==> src/rtl/rst_seq_pkg.sv <==
// Reset sequencer shared types.
// State encoding is visible on seq_state_o.
package rst_seq_pkg;

  typedef enum logic [2:0] {
    WAIT_LOCK  = 3'd0,
    STABLE     = 3'd1,
    MEM_RST    = 3'd2,
    WAIT_CALIB = 3'd3,
    PERIPH_DLY = 3'd4,
    CPU_DLY    = 3'd5,
    RUN        = 3'd6,
    SW_HOLD    = 3'd7
  } seq_state_e;

  localparam int unsigned CNT_W_DEF = 17;
  localparam logic [3:0]  RETRY_MAX = 4'd15;

  function automatic logic mem_rst_of(input seq_state_e s);
    return s inside {WAIT_LOCK, STABLE, MEM_RST};
  endfunction

  function automatic logic periph_rst_of(input seq_state_e s);
    return !(s inside {CPU_DLY, RUN});
  endfunction

  function automatic logic cpu_rst_of(input seq_state_e s);
    return s != RUN;
  endfunction

endpackage

==> src/rtl/rst_sequencer_sync2.sv <==
// Two-flop synchronizer for asynchronous level inputs.
// Resets to 0 so a lost or unknown input reads as inactive.
module sync2 (
  input  logic clk,
  input  logic rst_n,
  input  logic d,
  output logic q
);

  logic s1;

  always_ff @(posedge clk or negedge rst_n) begin
    if (!rst_n) begin
      s1 <= 1'b0;
      q  <= 1'b0;
    end else begin
      s1 <= d;
      q  <= s1;
    end
  end

endmodule

==> src/rtl/rst_sequencer.sv <==
// Ordered reset release: memory, peripherals, CPU.
// Calibration timeout retries, lock-loss and software reset.
module rst_sequencer
  import rst_seq_pkg::*;
#(
  parameter int unsigned LOCK_STABLE_CYCLES = 1024,
  parameter int unsigned MEM_RST_CYCLES     = 16,
  parameter int unsigned CALIB_TIMEOUT      = 65535,
  parameter int unsigned PERIPH_DELAY       = 16,
  parameter int unsigned SW_HOLD_CYCLES     = 16,
  parameter int unsigned CNT_W              = CNT_W_DEF
) (
  input  logic       wb_clk_i,
  input  logic       rst_n_i,
  input  logic       pll_locked_i,
  input  logic       mem_calib_done_i,
  input  logic       sw_rst_req_i,
  output logic       mem_rst_o,
  output logic       periph_rst_o,
  output logic       cpu_rst_o,
  output logic [2:0] seq_state_o,
  output logic       calib_err_o,
  output logic [3:0] retry_cnt_o
);

  logic             lock_s;
  logic             calib_s;
  logic             timeout;
  seq_state_e       state;
  seq_state_e       nxt;
  logic [CNT_W-1:0] cnt;

  sync2 u_lock_sync (
    .clk   (wb_clk_i),
    .rst_n (rst_n_i),
    .d     (pll_locked_i),
    .q     (lock_s)
  );

  sync2 u_calib_sync (
    .clk   (wb_clk_i),
    .rst_n (rst_n_i),
    .d     (mem_calib_done_i),
    .q     (calib_s)
  );

  function automatic logic done(input logic [CNT_W-1:0] c,
                                input int unsigned n);
    return c == CNT_W'(n - 1);
  endfunction

  always_comb begin
    nxt     = state;
    timeout = 1'b0;
    if (!lock_s && state != WAIT_LOCK) begin
      nxt = WAIT_LOCK;
    end else if (sw_rst_req_i &&
                 state inside {PERIPH_DLY, CPU_DLY, RUN}) begin
      nxt = SW_HOLD;
    end else begin
      case (state)
        WAIT_LOCK:
          if (lock_s) nxt = STABLE;
        STABLE:
          if (done(cnt, LOCK_STABLE_CYCLES)) nxt = MEM_RST;
        MEM_RST:
          if (done(cnt, MEM_RST_CYCLES)) nxt = WAIT_CALIB;
        WAIT_CALIB:
          if (calib_s) begin
            nxt = PERIPH_DLY;
          end else if (done(cnt, CALIB_TIMEOUT)) begin
            nxt     = MEM_RST;
            timeout = 1'b1;
          end
        PERIPH_DLY:
          nxt = CPU_DLY;
        CPU_DLY:
          if (done(cnt, PERIPH_DELAY)) nxt = RUN;
        RUN:
          nxt = RUN;
        SW_HOLD:
          if (done(cnt, SW_HOLD_CYCLES)) nxt = PERIPH_DLY;
        default:
          nxt = WAIT_LOCK;
      endcase
    end
  end

  // Outputs decode nxt so they change on the same edge as state.
  always_ff @(posedge wb_clk_i or negedge rst_n_i) begin
    if (!rst_n_i) begin
      state        <= WAIT_LOCK;
      cnt          <= '0;
      mem_rst_o    <= 1'b1;
      periph_rst_o <= 1'b1;
      cpu_rst_o    <= 1'b1;
      calib_err_o  <= 1'b0;
      retry_cnt_o  <= 4'd0;
    end else begin
      state        <= nxt;
      cnt          <= (nxt != state) ? '0 : cnt + 1'b1;
      mem_rst_o    <= mem_rst_of(nxt);
      periph_rst_o <= periph_rst_of(nxt);
      cpu_rst_o    <= cpu_rst_of(nxt);
      if (timeout) begin
        calib_err_o <= 1'b1;
        if (retry_cnt_o != RETRY_MAX)
          retry_cnt_o <= retry_cnt_o + 4'd1;
      end
    end
  end

  assign seq_state_o = state;

endmodule

==> config.mk <==
export PLATFORM = sky130hd
export DESIGN_NAME = rst_sequencer
export DESIGN_NICKNAME = d
export VERILOG_FILES = /design/src/rtl/rst_seq_pkg.sv /design/src/rtl/rst_sequencer_sync2.sv /design/src/rtl/rst_sequencer.sv
export SDC_FILE = /design/constraint.sdc
export NUM_CORES = 1
export LEC_CHECK = 0
export ABC_AREA = 1
export BUFFER_PORTS_ARGS = -buffer_cell sky130_fd_sc_hd__buf_2
export CAP_MARGIN = 10
export CELL_PAD_IN_SITES_DETAIL_PLACEMENT = 0
export CELL_PAD_IN_SITES_GLOBAL_PLACEMENT = 1
export CORE_MARGIN = 1.5
export CORE_UTILIZATION = 45
export CTS_CLUSTER_SIZE = 16
export DETAILED_ROUTE_END_ITERATION = 12
export PLACE_DENSITY_LB_ADDON = 0.1
export SYNTH_ARGS = -nofsm -noshare
export SYNTH_HDL_FRONTEND = slang
export SYNTH_HIERARCHICAL = 1
export SYNTH_SLANG_ARGS = --single-unit
==> constraint.sdc <==
create_clock -name wb_clk_i -period 2.2 [get_ports wb_clk_i]
set_input_delay 0.11 -clock wb_clk_i [delete_from_list [all_inputs] [get_ports wb_clk_i]]
set_output_delay 0.11 -clock wb_clk_i [all_outputs]
set_load 0.05 [all_outputs]
==> reports/qor.csv <==
metric,value,unit
WP data arrival,2170,ps
Main synth FF type,dfrtp_1,
CTS buffer count,5,
worst path bufs/invs,0,
crit path kind,reg2reg,
CP max stage delay,400,ps
WL final,3580,µm
ANT cells,0,
max_slew headroom,53.0,%
row cnt,22,
Pwr Density,823,nW/µm²
Total GRT Usage,18.8,%
Hold Fails Final Rpt,0,
share of layout cells above drive strength 1,28.8,%
max-capacitance violation count,0,
number of global-route vias before repair,1365,
remaining antenna violation count,0,
"Avg Cell Area, Syn",8.83,µm²
worst r2r dst,cnt[5],
CP Capture Type,flop,
TNS Setup,0,ps
clock latency on the worst-skew pair,280,ps
hold crit path type,reg2reg,
reg2reg setup slack,230,ps
status,finished clean,
WHS Endpoint,u_calib_sync/q,
Critical Path Slowest Stage Cell,dfrtp_1,
"Seq/Total Area, Yosys",44.7,%
DRT Pass-1 Iters,4,
Wirelength per Cell,12.9,µm
maximum clock insertion buffer count,2,
GRT Residual Overflow,0,
full die area,4390,µm²
CTS tree,built,
clk sink count,32,
f_max,0.507,GHz
Area Growth Syn to Fin,15.4,%
clock power share,32.3,%
Synth Instances,204,
hold_ws,352,ps
DRC,0,
CTS root buffer,clkbuf_8,
synthesized area,1800,µm²
post-route cell area,2080,µm²
Placed Area,1910,µm²
vias,1400,
largest area contributor in the netlist,dfrtp_1,
"CP delay by family, top",simple AND/OR/NAND/NOR gates,
Unique masters post-synth,28,
RSZ-0062 raised after global routing,no,
Seq pwr share,40.1,%
"commonest non-fill, non-tap cell in the layout",dfrtp_1,
net switching power,569,µW
"EDFF count, synth",0,
Int Power,1140,µW
worst vdd ir,0.452,mV
Net Sw Frac,33.2,%
setup violators final,0,
Hold Crit Depth,0,
HP Start,u_calib_sync/s1,
"top cells by area, synth","dfrtp_1, nor3_2, nand2_1",
ys async rst share,100,%
Crit Reg-Reg Startpoint,cnt[0],
required time worst endpoint,2390,ps
r2r worst-path depth,11,
"Max FO, Critical Path",17,
initial core utilization,48.1,%
"flops & latches, synth",32,
largest net degree at the start of global routing,33,
Comb pwr share,27.6,%
CTS H-Tree Depth,2,
crit path cell chain,"ha_1, nand3_2, nor2_2, nand3_1, nand2_1, nand3_1, nand3_2, nand2_2, nand2_2, nand2_4, nor3_1",
most frequent cells in the layout,"dfrtp_1, nand2_1, nor2_1, inv_1, nand3_1",
period utilization,89.7,%
initial drt markers,114,
DP HPWL,2570,µm
final slew viol count,0,
Boundary Pins,16,
Final min period,1970,ps
Die Width,66.3,µm
vias per cell,5.05,
Static Leakage,0.000925,µW
initial antenna violation count,0,
Final #Nets,236,
share of the synthesized area in the top cell type,40.3,%
first-pass GRT wire length,6150,µm
core footprint,3740,µm²
Worst Max-Slew Pin Slew,705,ps
Port Buf Inserts,15,
GP Congestion,0.891,
clock skew,7.09,ps
warning count from the yosys run,6,
Clock transition at path regs,70,ps
Mapped Nets,212,
die height,66.3,µm
critical path startpoint category,flop,
kinds of logic after synthesis:
logic type / after synthesis / synth area share [%]
compound gates: 10 / 3.20
mux: 1 / 0.625
simple gates: 115 / 36.1
fa+ha+maj: 3 / 2.09
xor+xnor: 12 / 5.84
buf+inv: 31 / 7.51
flops: 32 / 44.7
layer usage:
metal / vias to the layer above / wire length (µm) / GRT usage, %
met2: 23 / 1680 / 30.4
met1: 672 / 1730 / 23.6
met5: - / 0 / 0
met4: 0 / 48 / 7.65
li1: 700 / - / -
met3: 5 / 124 / 5.28
state kept, by name (all words and copies together), names as in the netlist:
signal	count
calib_err_o	1
cnt	17
cpu_rst_o	1
retry_cnt_o	4
periph_rst_o	1
seq_state_o	3
u_lock_sync/s1	1
u_calib_sync/q	1
u_calib_sync/s1	1
u_lock_sync/q	1
mem_rst_o	1
metrics by stage:
step                power, µW  setup WS (ps)  cells  util [%]
finish                   1710            227    277      55.5
global route             1810           16.2    277      55.5
CTS                      1630            162    275      54.7
detailed placement       1070            171    264      50.9
global placement         1050            256    264      50.9
floorplan                1010            142    204         -
area by class of cell:
| type | instances | area [µm²] |
|---|---|---|
| clock buffers | 5 | 68.8 |
| clock inverters | 3 | 42.5 |
| fillers | 373 | 1670 |
| inverters | 28 | 105 |
| multi-input cells | 141 | 861 |
| flip-flops and latches | 32 | 805 |
| well taps | 48 | 60.1 |
| repair buffers | 20 | 136 |
how the worst max path moves through the flow:
stage | startpoint | to | cells past startpoint | slack, ps
3_3_place_gp | cnt[0] | cnt[3] | 11 | 260
5_1_grt | cnt[0] | cnt[3] | 12 | 20
4_1_cts | cnt[0] | cnt[5] | 11 | 160
6_report | cnt[0] | cnt[5] | 11 | 230
2_1_floorplan | seq_state_o[0] | cnt[13] | 12 | 140
3_5_place_dp | cnt[0] | cnt[2] | 11 | 170
cells in the mapped netlist (2+ instances only):
cell type and n:
nand4_1 4, nor3_2 14, or2_2 3, nand3_1 17, dfrtp_1 29, nand2_2 6
nor3_1 8, nor2_4 2, nand3_2 4, dfstp_2 3, nand2_1 28, nor2_1 25
buf_6 2, ha_1 3, o21ai_0 6, inv_1 24, xor2_1 6, xnor2_1 6
inv_2 4, a21oi_1 2
power by group through the flow:
stage          Sequential, µW  Combinational, µW  Clock (µW)
2_1_floorplan             698                317           0
3_3_place_gp              693                360           0
3_5_place_dp              696                374           0
4_1_cts                   685                377         567
5_1_grt                   692                524         593
6_report                  685                472         553
timing repair:
| action | in CTS | in global routing |
|---|---|---|
| resized for setup | 0 | 1 |
| hold buffers | 3 | 0 |
| endpoints found under the hold margin | 31 | 0 |
| endpoints found under the setup margin | 0 | 11 |
| buffers inserted | 0 | 2 |
Note: power is estimated with default switching activity, not from simulation.
